### src/rtl/fifo_pkg.sv
// Shared types and helpers for the async FIFO write-side controller:
// Gray code conversion, write FSM state encoding and grant-index width.
package fifo_pkg;

    typedef enum logic {
        IDLE   = 1'b0,
        LOCKED = 1'b1
    } wr_state_e;

    // Width of a producer index; never narrower than one bit.
    function automatic int gw_of(input int n);
        return (n <= 2) ? 1 : $clog2(n);
    endfunction

    function automatic logic [31:0] bin2gray(input logic [31:0] b);
        return b ^ (b >> 1);
    endfunction

    function automatic logic [31:0] gray2bin(input logic [31:0] g);
        logic [31:0] b;
        b[31] = g[31];
        for (int i = 30; i >= 0; i--) begin
            b[i] = b[i+1] ^ g[i];
        end
        return b;
    endfunction

endpackage

### src/rtl/rr_arbiter.sv
// Combinational round-robin arbiter: picks the first requester strictly after
// base_i (wrapping), returning a one-hot grant and its index.
module rr_arbiter #(
    parameter int N  = 4,
    parameter int GW = 2
) (
    input  logic [N-1:0]  req_i,
    input  logic [GW-1:0] base_i,
    output logic [N-1:0]  gnt_o,
    output logic [GW-1:0] idx_o,
    output logic          any_o
);

    int            j;
    logic [GW-1:0] jj;

    always_comb begin
        gnt_o = '0;
        idx_o = '0;
        any_o = 1'b0;
        j     = 0;
        jj    = '0;
        for (int k = 1; k <= N; k++) begin
            j  = (int'(base_i) + k) % N;
            jj = GW'(j);
            if (!any_o && req_i[jj]) begin
                any_o     = 1'b1;
                gnt_o[jj] = 1'b1;
                idx_o     = jj;
            end
        end
    end

endmodule

### src/rtl/fifo_wr_arbiter.sv
// Async FIFO write side: round-robin shares the write port among producers with
// packet locking, and owns the binary/Gray write pointer and the full flag.
module fifo_wr_arbiter
    import fifo_pkg::*;
#(
    parameter int  ADDRSIZE = 4,
    parameter int  DSIZE    = 8,
    parameter int  NREQ     = 4,
    localparam int GW       = gw_of(NREQ),
    localparam int PW       = ADDRSIZE + 1
) (
    input  logic                  wclk,
    input  logic                  rst_n,
    input  logic [NREQ-1:0]       req_valid,
    input  logic [NREQ-1:0]       req_last,
    input  logic [NREQ*DSIZE-1:0] req_data,
    output logic [NREQ-1:0]       req_ready,
    input  logic [PW-1:0]         wq2_rptr,
    output logic                  wen,
    output logic [ADDRSIZE-1:0]   waddr,
    output logic [DSIZE-1:0]      wdata,
    output logic [PW-1:0]         wptr,
    output logic                  wfull,
    output logic [GW-1:0]         grant_id,
    output wr_state_e             dbg_state
);

    // Handshake: a word from producer i moves when req_valid[i] & req_ready[i]
    // at a rising wclk edge; req_ready depends only on registered state and
    // req_valid, so producers must not gate req_valid on req_ready.

    logic [PW-1:0]       wbin_q, wbin_d;
    logic [PW-1:0]       wptr_q, wptr_d;
    logic                wfull_q, wfull_d;
    logic [GW-1:0]       last_grant_q, grant_id_q, lock_id_q;
    wr_state_e           state_q;
    logic                wen_q;
    logic [ADDRSIZE-1:0] waddr_q;
    logic [DSIZE-1:0]    wdata_q;

    logic [NREQ-1:0]     arb_gnt;
    logic [GW-1:0]       arb_idx;
    logic                arb_any;
    logic [NREQ-1:0]     lock_onehot;
    logic [NREQ-1:0]     ready_raw;
    logic [GW-1:0]       cand;
    logic                cand_valid;
    logic                accept;
    logic [DSIZE-1:0]    cand_data;
    logic [PW-1:0]       rptr_full_cmp;

    rr_arbiter #(
        .N  (NREQ),
        .GW (GW)
    ) u_arb (
        .req_i  (req_valid),
        .base_i (last_grant_q),
        .gnt_o  (arb_gnt),
        .idx_o  (arb_idx),
        .any_o  (arb_any)
    );

    // While locked only the packet owner is eligible, whoever else is valid.
    always_comb begin
        lock_onehot            = '0;
        lock_onehot[lock_id_q] = 1'b1;
        if (state_q == LOCKED) begin
            cand       = lock_id_q;
            cand_valid = req_valid[lock_id_q];
            ready_raw  = lock_onehot & req_valid;
        end else begin
            cand       = arb_idx;
            cand_valid = arb_any;
            ready_raw  = arb_gnt;
        end
        req_ready = wfull_q ? '0 : ready_raw;
        accept    = cand_valid & ~wfull_q;
        cand_data = req_data[int'(cand)*DSIZE +: DSIZE];
    end

    // Full when the next Gray pointer equals the read pointer with its top two
    // bits inverted: exactly one lap ahead.
    always_comb begin
        wbin_d        = wbin_q + PW'(accept);
        wptr_d        = PW'(bin2gray(32'(wbin_d)));
        rptr_full_cmp = {~wq2_rptr[ADDRSIZE:ADDRSIZE-1], wq2_rptr[ADDRSIZE-2:0]};
        wfull_d       = (wptr_d == rptr_full_cmp);
    end

    always_ff @(posedge wclk or negedge rst_n) begin
        if (!rst_n) begin
            wbin_q       <= '0;
            wptr_q       <= '0;
            wfull_q      <= 1'b0;
            last_grant_q <= GW'(NREQ - 1);
            grant_id_q   <= '0;
            wen_q        <= 1'b0;
            waddr_q      <= '0;
            wdata_q      <= '0;
        end else begin
            wbin_q  <= wbin_d;
            wptr_q  <= wptr_d;
            wfull_q <= wfull_d;
            wen_q   <= accept;
            if (accept) begin
                waddr_q      <= wbin_q[ADDRSIZE-1:0];
                wdata_q      <= cand_data;
                last_grant_q <= cand;
                grant_id_q   <= cand;
            end
        end
    end

    // Packet lock: a non-last beat claims the port; the last beat releases it.
    always_ff @(posedge wclk or negedge rst_n) begin
        if (!rst_n) begin
            state_q   <= IDLE;
            lock_id_q <= '0;
        end else if (accept) begin
            case (state_q)
                IDLE: begin
                    if (!req_last[cand]) begin
                        state_q   <= LOCKED;
                        lock_id_q <= cand;
                    end
                end
                LOCKED: begin
                    if (req_last[cand]) begin
                        state_q <= IDLE;
                    end
                end
                default: state_q <= IDLE;
            endcase
        end
    end

    assign wen       = wen_q;
    assign waddr     = waddr_q;
    assign wdata     = wdata_q;
    assign wptr      = wptr_q;
    assign wfull     = wfull_q;
    assign grant_id  = grant_id_q;
    assign dbg_state = state_q;

endmodule

### config.mk
export PLATFORM = sky130hd
export DESIGN_NAME = fifo_wr_arbiter
export DESIGN_NICKNAME = d
export VERILOG_FILES = /design/src/rtl/fifo_pkg.sv /design/src/rtl/rr_arbiter.sv /design/src/rtl/fifo_wr_arbiter.sv
export SDC_FILE = /design/constraint.sdc
export NUM_CORES = 1
export LEC_CHECK = 0
export CAP_MARGIN = 20
export CORE_ASPECT_RATIO = 1.25
export CORE_UTILIZATION = 29
export CTS_BUF_LIST = sky130_fd_sc_hd__clkbuf_8
export CTS_CLUSTER_DIAMETER = 40
export CTS_CLUSTER_SIZE = 20
export DETAILED_ROUTE_END_ITERATION = 10
export PLACE_DENSITY = 0.57
export SYNTH_ARGS = -nofsm -noshare
export SYNTH_HDL_FRONTEND = slang
export SYNTH_SLANG_ARGS = --single-unit
### constraint.sdc
create_clock -name wclk -period 3.55 [get_ports wclk]
set_input_delay 0.71 -clock wclk [delete_from_list [all_inputs] [get_ports wclk]]
set_output_delay 0.71 -clock wclk [all_outputs]
set_load 0.02 [all_outputs]
==> results_dict.tcl <==
set metrics [dict create \
    status "finished clean" \
    num_rows 34 \
    grt_pass1_wl_mm 10.1 \
    avgSynthCellArea_um2 9.85 \
    vias 2060 \
    use_met2_pct 28.5 \
    worst_slew_pin_slew_ns 0.439 \
    rrSetupSlack_ns 0.55 \
    synth_top_cell_by_area "dfrtp_1" \
    die_width_um 79.3 \
    rsz0062_at_grt "no" \
    clkTransAtPathRegs_ns 0.06 \
    synth-edff-count 0 \
    place_hpwl_mm 4.36 \
    synth_commonest_cells "dfrtp_1, nand2_1, mux2i_1, a21oi_1, ha_1" \
    power.share.combinational_pct 70.8 \
    p_per_area_mw_per_mm2 1020 \
    ctsRootBufferMaster "clkbuf_8" \
    synth_nets 277 \
    cts_hold_buf 0 \
    cts_tree "built" \
    yosysMostFrequentCell "dfrtp_1" \
    dieHeight_um 98.7 \
    drt_iter0_markers 90 \
    slew_violations 0 \
    port_buffers 72 \
    maxCapViolations 0 \
    n_fill_cell 708 \
    fin_util_pct 44.7 \
    synth_warnings 0 \
    final_nets 366 \
    whs_ns 0.476 \
    cts_sinks 30 \
    clock.fmax_mhz 294 \
    fin_skew_ns 0.00549 \
    layout_worst_path_cycle_share_pct 95.7 \
    yosysSeqAreaShare_pct 34.8 \
    critPathCaptureType "output pin" \
    crit_arrival_ns 2.69 \
    dr.pass1.iters 4 \
    critPathRequiredTime_ns 2.84 \
    clock_latency_ns 0.28 \
    wire_per_inst_um 14.5 \
    power_frac_seq_pct 20.7 \
    overflow 0 \
    setup_viol 0 \
    final-hold-violation-count 0 \
    core-area_mm2 0.00710 \
    cp-start-kind "primary input" \
    synth.distinct_cells 53 \
    critPathKind "primary input to output pin" \
    area.growth.synth_to_final_pct 46.6 \
    relSlewSlack_pct 70.5 \
    syn-instance-count 220 \
    synth_ff_type "dfrtp_1" \
    grt_pass1_vias 2171 \
    busiest_layer "met2" \
    finalPower_mw 3.23 \
    grt.met1_usage_pct 19.5 \
    grt_usage_pct 16.1 \
    power.internal_mw 1.78 \
    p_sw_mw 1.45 \
    async_flop_share_pct 100 \
    cts.path.max_buffers 2 \
    h-tree-depth 2 \
    ys_ff_latch 30 \
    syn_area_mm2 0.00217 \
    ant_nets 0 \
    antenna_cells 0 \
    drc 0 \
    p_clk_share_pct 8.4 \
    post-route-min-period_ns 3.40 \
    wl_mm 5.79 \
    hold_class "flop to flop" \
    drive_above_1_share_pct 15.8 \
    fin_area_mm2 0.00318 \
    met3_usage_pct 3.06 \
    gp_congestion 0.759 \
    synthTopCellsByArea "dfrtp_1, mux2i_1, ha_1, nand2_1, o221ai_1" \
    initial_utilization_pct 30.5 \
    peakVddDrop_uv 543 \
    avgViaCountPerCell 5.15 \
    dieArea_mm2 0.00782 \
    cp_max_fo 10 \
    p_sw_share_pct 44.9 \
    antenna_found_initial 0 \
    synth_top_area_share_pct 32.3 \
    cts_buffers 5 \
    detailed_place.area_mm2 0.00310 \
    p_leak_nw 1.38 \
    io_pins 73 \
    grt_max_degree 31 \
]
[path summary, 6_finish.rpt]
path | startpoint | end | cells after the start
min in group asynchronous | rst_n | grant_id[1]$_DFFE_PN0P_ | 2
worst min register to register | waddr[3]$_DFFE_PN0P_ | waddr[3]$_DFFE_PN0P_ | 2
worst max-delay path | req_valid[2] | req_ready[2] | 9
max in group asynchronous | rst_n | last_grant_q[0]$_DFFE_PN1P_ | 2
worst min-delay path | waddr[3]$_DFFE_PN0P_ | waddr[3]$_DFFE_PN0P_ | 2
worst max register to register | last_grant_q[0]$_DFFE_PN1P_ | wdata[7]$_DFFE_PN0P_ | 10
[metal layers]
metal	vias to the layer above	wire length, um
met3	6	275
met4	0	64
met1	992	2500
met5	-	0
met2	67	2950
li1	995	-
[power groups by stage]
stage          Combinational, mW  Clock, mW  Sequential, mW
6_report                    2.29      0.272           0.669
3_3_place_gp                2.33          0           0.672
4_1_cts                     2.33      0.282           0.673
3_5_place_dp                2.34          0           0.675
2_1_floorplan               1.41          0           0.789
5_1_grt                     2.49      0.300           0.699
[cells by family (layout without fill, tap and decap cells)]
family	Yosys count	count (layout)	share of synthesized area, %
flops	30	30	34.8
buf+inv	22	112	5.83
compound gates	51	51	18.1
simple gates	72	72	17.6
xor+xnor	12	12	4.85
mux	23	23	13.1
fa+ha+maj	10	10	5.77
[critical path, cell delays in order]
cell and delay [ns]:
clkdlybuf4s50_1 0.45, buf_4 0.19, mux4_1 0.50, and2b_2 0.25
a22oi_1 0.15, nor2_1 0.06, a21oi_1 0.13, a211oi_1 0.09
clkbuf_2 0.16
[area by class of cell]
cell class	count	area [um^2]	area share (%)
inverter	8	30.0	0.945
clock inverter	2	8.76	0.276
multi-input combinational	168	1300	40.8
tap	90	113	3.54
clock buffer	6	82.6	2.60
timing repair buffer	96	893	28.1
sequential	30	753	23.7
[through the flow]
stage          std cells  worst slack [ns]  TNS, ns
3_3_place_gp         392            -0.298    -1.08
2_1_floorplan        220             0.348        0
4_1_cts              400           0.00725        0
6_report             400             0.151        0
5_1_grt              400            0.0198        0
3_5_place_dp         392            -0.324    -1.23
[layout by cell type, fill, tap and decap left out, types with 6 or more instances in the layout]
cell	synthesis	routed
nand2_1	27	27
nor3_1	6	6
xor2_1	7	7
clkdlybuf4s50_1	0	68
ha_1	10	10
dfrtp_1	28	28
mux2i_1	19	19
nor2_1	8	8
a21oi_1	10	10
clkbuf_8	0	6
buf_4	2	23
inv_1	6	7
o221ai_1	8	8
[sequential cells by signal, indices dropped and copies added (netlist names)]
name	cells
wen	1
wfull	1
waddr	4
wbin_q	5
grant_id	2
dbg_state	1
wptr	4
wdata	8
lock_id_q	2
last_grant_q	2
[timing repair]
| action | CTS | global route |
|---|---|---|
| setup buffers | 0 | 0 |
| pin swaps | 0 | 0 |
| setup endpoints to repair | 4 | 4 |
| gates resized for setup | 7 | 11 |
(Power assumes the default switching activity.)
==> edit 1: new RTL, config.mk and constraints unchanged <==
Change the parameter `NREQ` from 4 to 2.
--- a/src/rtl/fifo_wr_arbiter.sv
+++ b/src/rtl/fifo_wr_arbiter.sv
@@ -5,7 +5,7 @@
 #(
     parameter int  ADDRSIZE = 4,
     parameter int  DSIZE    = 8,
-    parameter int  NREQ     = 4,
+    parameter int  NREQ     = 2,
     localparam int GW       = gw_of(NREQ),
     localparam int PW       = ADDRSIZE + 1
 ) (
Interface: changed (5 resized); port bits go from 73 to 50. The function was not compared with the original's and may differ.
==> edit 1 against the unedited design <==
Utilization fell by 0.52 points. Non-clock buffer count decreased by 44. Sequential cell count decreased by 3. Register-to-register slack improved by 0.28 ns. Setup slack improved by 0.22 ns. Clock skew decreased by 0.0043 ns. Power down 40%. Design area decreased by 38%. Synthesized area fell by 37%. Hold slack better by 0.025 ns. Largest power group unchanged. Global-route usage decreased by 4.2 points. Clock power down 40%. Wire length shrank 52%. Synthesized cell count shrank 54%.
==> edit 1: results (changes against the unedited design) <==
- R2R setup slack: 0.83 ns (+0.28 ns)
- Via Count: 971 (-53%)
- Buffers, non-clock: 52 (-46%)
- Reg-to-reg endpoint: wfull$_DFF_PN0_
- Drt via density: 4.58 (-11%)
- Hold path endpoint: last_grant_q$_DFFE_PN1P_
- Seq group: 0.000600 W (-10%)
- CP Max Fanout: 5 (-5)
- Post-Synthesis Cells: 101 (-54%)
- Comb pwr share: 0.604 (-0.104)
- Least-Margin Pin Slew: 0.402 ns (-0.0372 ns)
- HPWL reported at the end of detailed placement: 2180 µm (-50%)
- Status: finished clean
- Critical path data arrival time: 3.34 ns (+0.65 ns)
- Worst path slowest cell: clkdlybuf4s50_1
- Clk cell area share: 0.0229 (-0.00589)
- Worst path top cell family by delay: compound AO/OA/AOI/OAI gates
- Clock slew at reported path FFs: 0.08 ns (+0.02 ns)
- First-pass GRT wire length: 4700 µm (-53%)
- Tcrit/Tclk final: 0.895 (-0.0621)
- Area contributors post-synth: dfrtp_1 48%, mux2_2 16%, xnor2_1 4.5%
- Fraction of area in registers: 0.343 (+0.106)
- Int Pwr: 0.00117 W (-35%)
- PostCTS Resize Cnt: 0 (-7)
- Hold_sp: last_grant_q$_DFFE_PN1P_
- Fillers: 432 (-39%)
- Count of input and output buffers: 49 (-32%)
- H-Tree Depth: 1 (-1)
- Total nets after synthesis: 130 (-53%)
- Layout cells sized above 1: 0.234 (+0.0757)
==> edit 1: cell types whose count changed in the layout (fill, tap and decap cells not counted), sizes merged, moves of 8 or more <==
cell,change
mux2,+21
nand2,-24
mux2i,-18
clkdlybuf4s50,-19
buf,-21
a21oi,-10
ha,-8
o221ai,-8
==> edit 1: layer usage <==
layer  vias to the layer above  track usage  part of all wire
li1                        459            -                 -
met5                         -            0                 0
met2                        31        0.215              0.53
met3                         2       0.0244             0.053
met1                       479        0.133              0.40
met4                         0       0.0545             0.014
==> edit 1: kinds of logic after synthesis <==
family	Yosys count	synth area share
DFF	27	0.495
muxes	22	0.180
and+or+nand+nor	18	0.0751
xor gates and xnor gates	15	0.102
AOI/OAI and AO/OA	9	0.0962
buffers and inverters	8	0.0330
adders and majority gates	2	0.0183
==> edit 1: how the worst max path moves through the flow <==
stage | from | to | cells past startpoint
6_report | req_valid[1] | wfull$_DFF_PN0_ | 9
5_1_grt | req_valid[1] | wfull$_DFF_PN0_ | 9
4_1_cts | req_valid[1] | wfull$_DFF_PN0_ | 9
3_5_place_dp | req_valid[1] | wfull$_DFF_PN0_ | 9
3_3_place_gp | req_valid[1] | wfull$_DFF_PN0_ | 9
2_1_floorplan | req_valid[1] | wfull$_DFF_PN0_ | 9
==> edit 1: through the flow <==
step	instance area (µm²)	hold WS, ns	utilization
final	1970	0.502	0.442
after global routing	1970	0.533	0.442
after CTS	1970	0.504	0.442
after detailed placement	1930	0.491	0.432
after global placement	1930	0.474	0.432
after floorplan	1370	0.414	-
==> edit 1: worst register-to-register path: cells and delay by family, from the launching register on <==
family                   cells  cell delay (ns)
AO/OA/AOI/OAI                3             0.75
adder cells (fa/ha/maj)      2             0.61
flip-flops                   1             0.44
AND/OR/NAND/NOR              1             0.37
XOR/XNOR                     2             0.30
buffers and inverters        1             0.13
==> edit 2: new RTL, same flow settings <==
Made on the original files. Reset style: synchronous (`rst_n`), changed in 2 clocked blocks. Comments in the files are not updated.
--- a/src/rtl/fifo_wr_arbiter.sv
+++ b/src/rtl/fifo_wr_arbiter.sv
@@ -87,7 +87,7 @@
         wfull_d       = (wptr_d == rptr_full_cmp);
     end
 
-    always_ff @(posedge wclk or negedge rst_n) begin
+    always_ff @(posedge wclk) begin
         if (!rst_n) begin
             wbin_q       <= '0;
             wptr_q       <= '0;
@@ -112,7 +112,7 @@
     end
 
     // Packet lock: a non-last beat claims the port; the last beat releases it.
-    always_ff @(posedge wclk or negedge rst_n) begin
+    always_ff @(posedge wclk) begin
         if (!rst_n) begin
             state_q   <= IDLE;
             lock_id_q <= '0;
Behaviour: differs if rst_n is asserted again (counterexample within 4 cycles, from zero or initial values and one cycle with rst_n low); with rst_n held inactive, the same outputs for 4 cycles.
==> edit 2 against the unedited design <==
Synthesized area decreased by 4.2%. Power is 10% lower. Design area rose by 3.0%. Global-route usage fell by 0.53 points. Setup slack better by 0.0039 ns. Sequential cell count unchanged. Critical path depth up 1. Highest routed layer unchanged. Wire length fell by 1.9%. Hold slack worse by 0.026 ns. Clock skew is 0.00094 ns higher.
==> edit 2: results (changes against the unedited design) <==
- Status: finished clean
- Post-Synthesis Cells: 238 (+8.2%)
- Drt via density: 4.97 (-3.4%)
- Sw Share: 0.404 (-0.0453)
- Ys async rst share: 0 (-1.00)
- Most used DFF post-synth: dfxtp_1
- Placed Area: 3090 µm² (-0.48%)
- Largest net degree at the start of global routing: 17 (-45%)
- Leakage: 1.43 nW (+3.2%)
- Area contributors post-synth: dfxtp_1 29%, mux2i_1 10%, ha_1 6.0%
- Least-Margin Pin Slew: 0.567 ns (+0.128 ns)
- Post-Place Worst Slack: -0.441 ns (-0.118 ns)
- Post-Synth Adder-Cell Area: 0.0603 (+0.00254)
- HPWL reported at the end of detailed placement: 4430 µm (+1.5%)
- CP Max Fanout: 10 (unchanged)
- Seq/Total Area, Yosys: 0.289 (-0.0582)
- Cells after DPL: 414 (+5.6%)
- Synth Area in Compound Gates: 0.222 (+0.0411)
- Post-synthesis mux area share: 0.146 (+0.0154)
- Total nets after synthesis: 295 (+6.5%)
- Met1 wire length: 2370 µm (-5.3%)
- Worst path slowest cell: clkdlybuf4s50_1
- Worst stage delay on the critical path: 0.40 ns (-0.10 ns)
- WL final: 5680 µm (-1.9%)
- DRT iter0 DRCs: 37 (-59%)
- Total global-route track usage: 0.156 (-0.00532)
- Nets: 390 (+6.6%)
- Commonest cells post-synth: 30 x dfxtp_1, 22 x nor2_1, 21 x mux2i_1
- Layout cells sized above 1: 0.198 (+0.0395)
- Via Count: 2109 (+2.4%)
- Initial antenna violation count: 0 (unchanged)
- Vias in the first global route: 2037 (-6.2%)
- Post-synthesis xor/xnor area fraction: 0.0422 (-0.00630)
- Global placement routability congestion: 0.856 (+13%)
- Clk_skew: 0.00642 ns (+0.000935 ns)
- DR WL met3: 273 µm (-0.73%)
- First-pass GRT wire length: 9140 µm (-9.3%)
- Met2 Wirelength: 2900 µm (-1.8%)
- Max VDD drop: 0.427 mV (-21%)
## edit 2: changes by cell type after synthesis, moves of 7 or more
cell,before,now
a221oi_1,1,8
o22ai_1,1,8
nor2_1,8,22
dfrtp_1,28,0
a21o_1,0,9
dfxtp_1,0,30
o221ai_1,8,1
nand2_1,27,15
## edit 2: path summary, 6_finish.rpt
kind                                                    from                     end  slack, ns  cells after the start
worst max-delay path                            req_valid[2]            req_ready[1]       0.15                     10
worst min-delay path                   wdata[5]$_SDFFE_PN0P_   wdata[5]$_SDFFE_PN0P_       0.45                      1
worst max register to register  last_grant_q[1]$_SDFFE_PN1P_  dbg_state$_SDFFE_PN0P_       0.50                      9
worst min register to register         wdata[5]$_SDFFE_PN0P_   wdata[5]$_SDFFE_PN0P_       0.45                      1
## edit 2: area by class of cell
type                            count  area, µm²
Timing Repair Buffer              105        972
Clock inverter                      2       60.1
Inverter                           12       45.0
Multi-Input combinational cell    179       1400
Sequential cell                    30        601
Fill cell                         684       3660
Tap cell                           90        113
Clock buffer                        6       82.6
## edit 2: metal layers
layer,vias up,global-route usage
met5,-,0
met4,0,0.0833
met3,12,0.0357
met2,63,0.286
li1,1046,-
met1,988,0.167
## edit 2: power by group through the flow
| stage | Clock [W] | Sequential (W) | Combinational [W] |
|---|---|---|---|
| floorplan | 0 | 0.000611 | 0.00114 |
| global placement | 0 | 0.000550 | 0.00192 |
| detailed placement | 0 | 0.000554 | 0.00192 |
| CTS | 0.000444 | 0.000548 | 0.00190 |
| global route | 0.000460 | 0.000562 | 0.00209 |
| finish | 0.000431 | 0.000549 | 0.00192 |
## edit 2: timing repair
action	CTS	global route
gates resized for setup	20	11
endpoints found under the setup margin	5	4
setup buffers	1	1
pin swaps	1	4
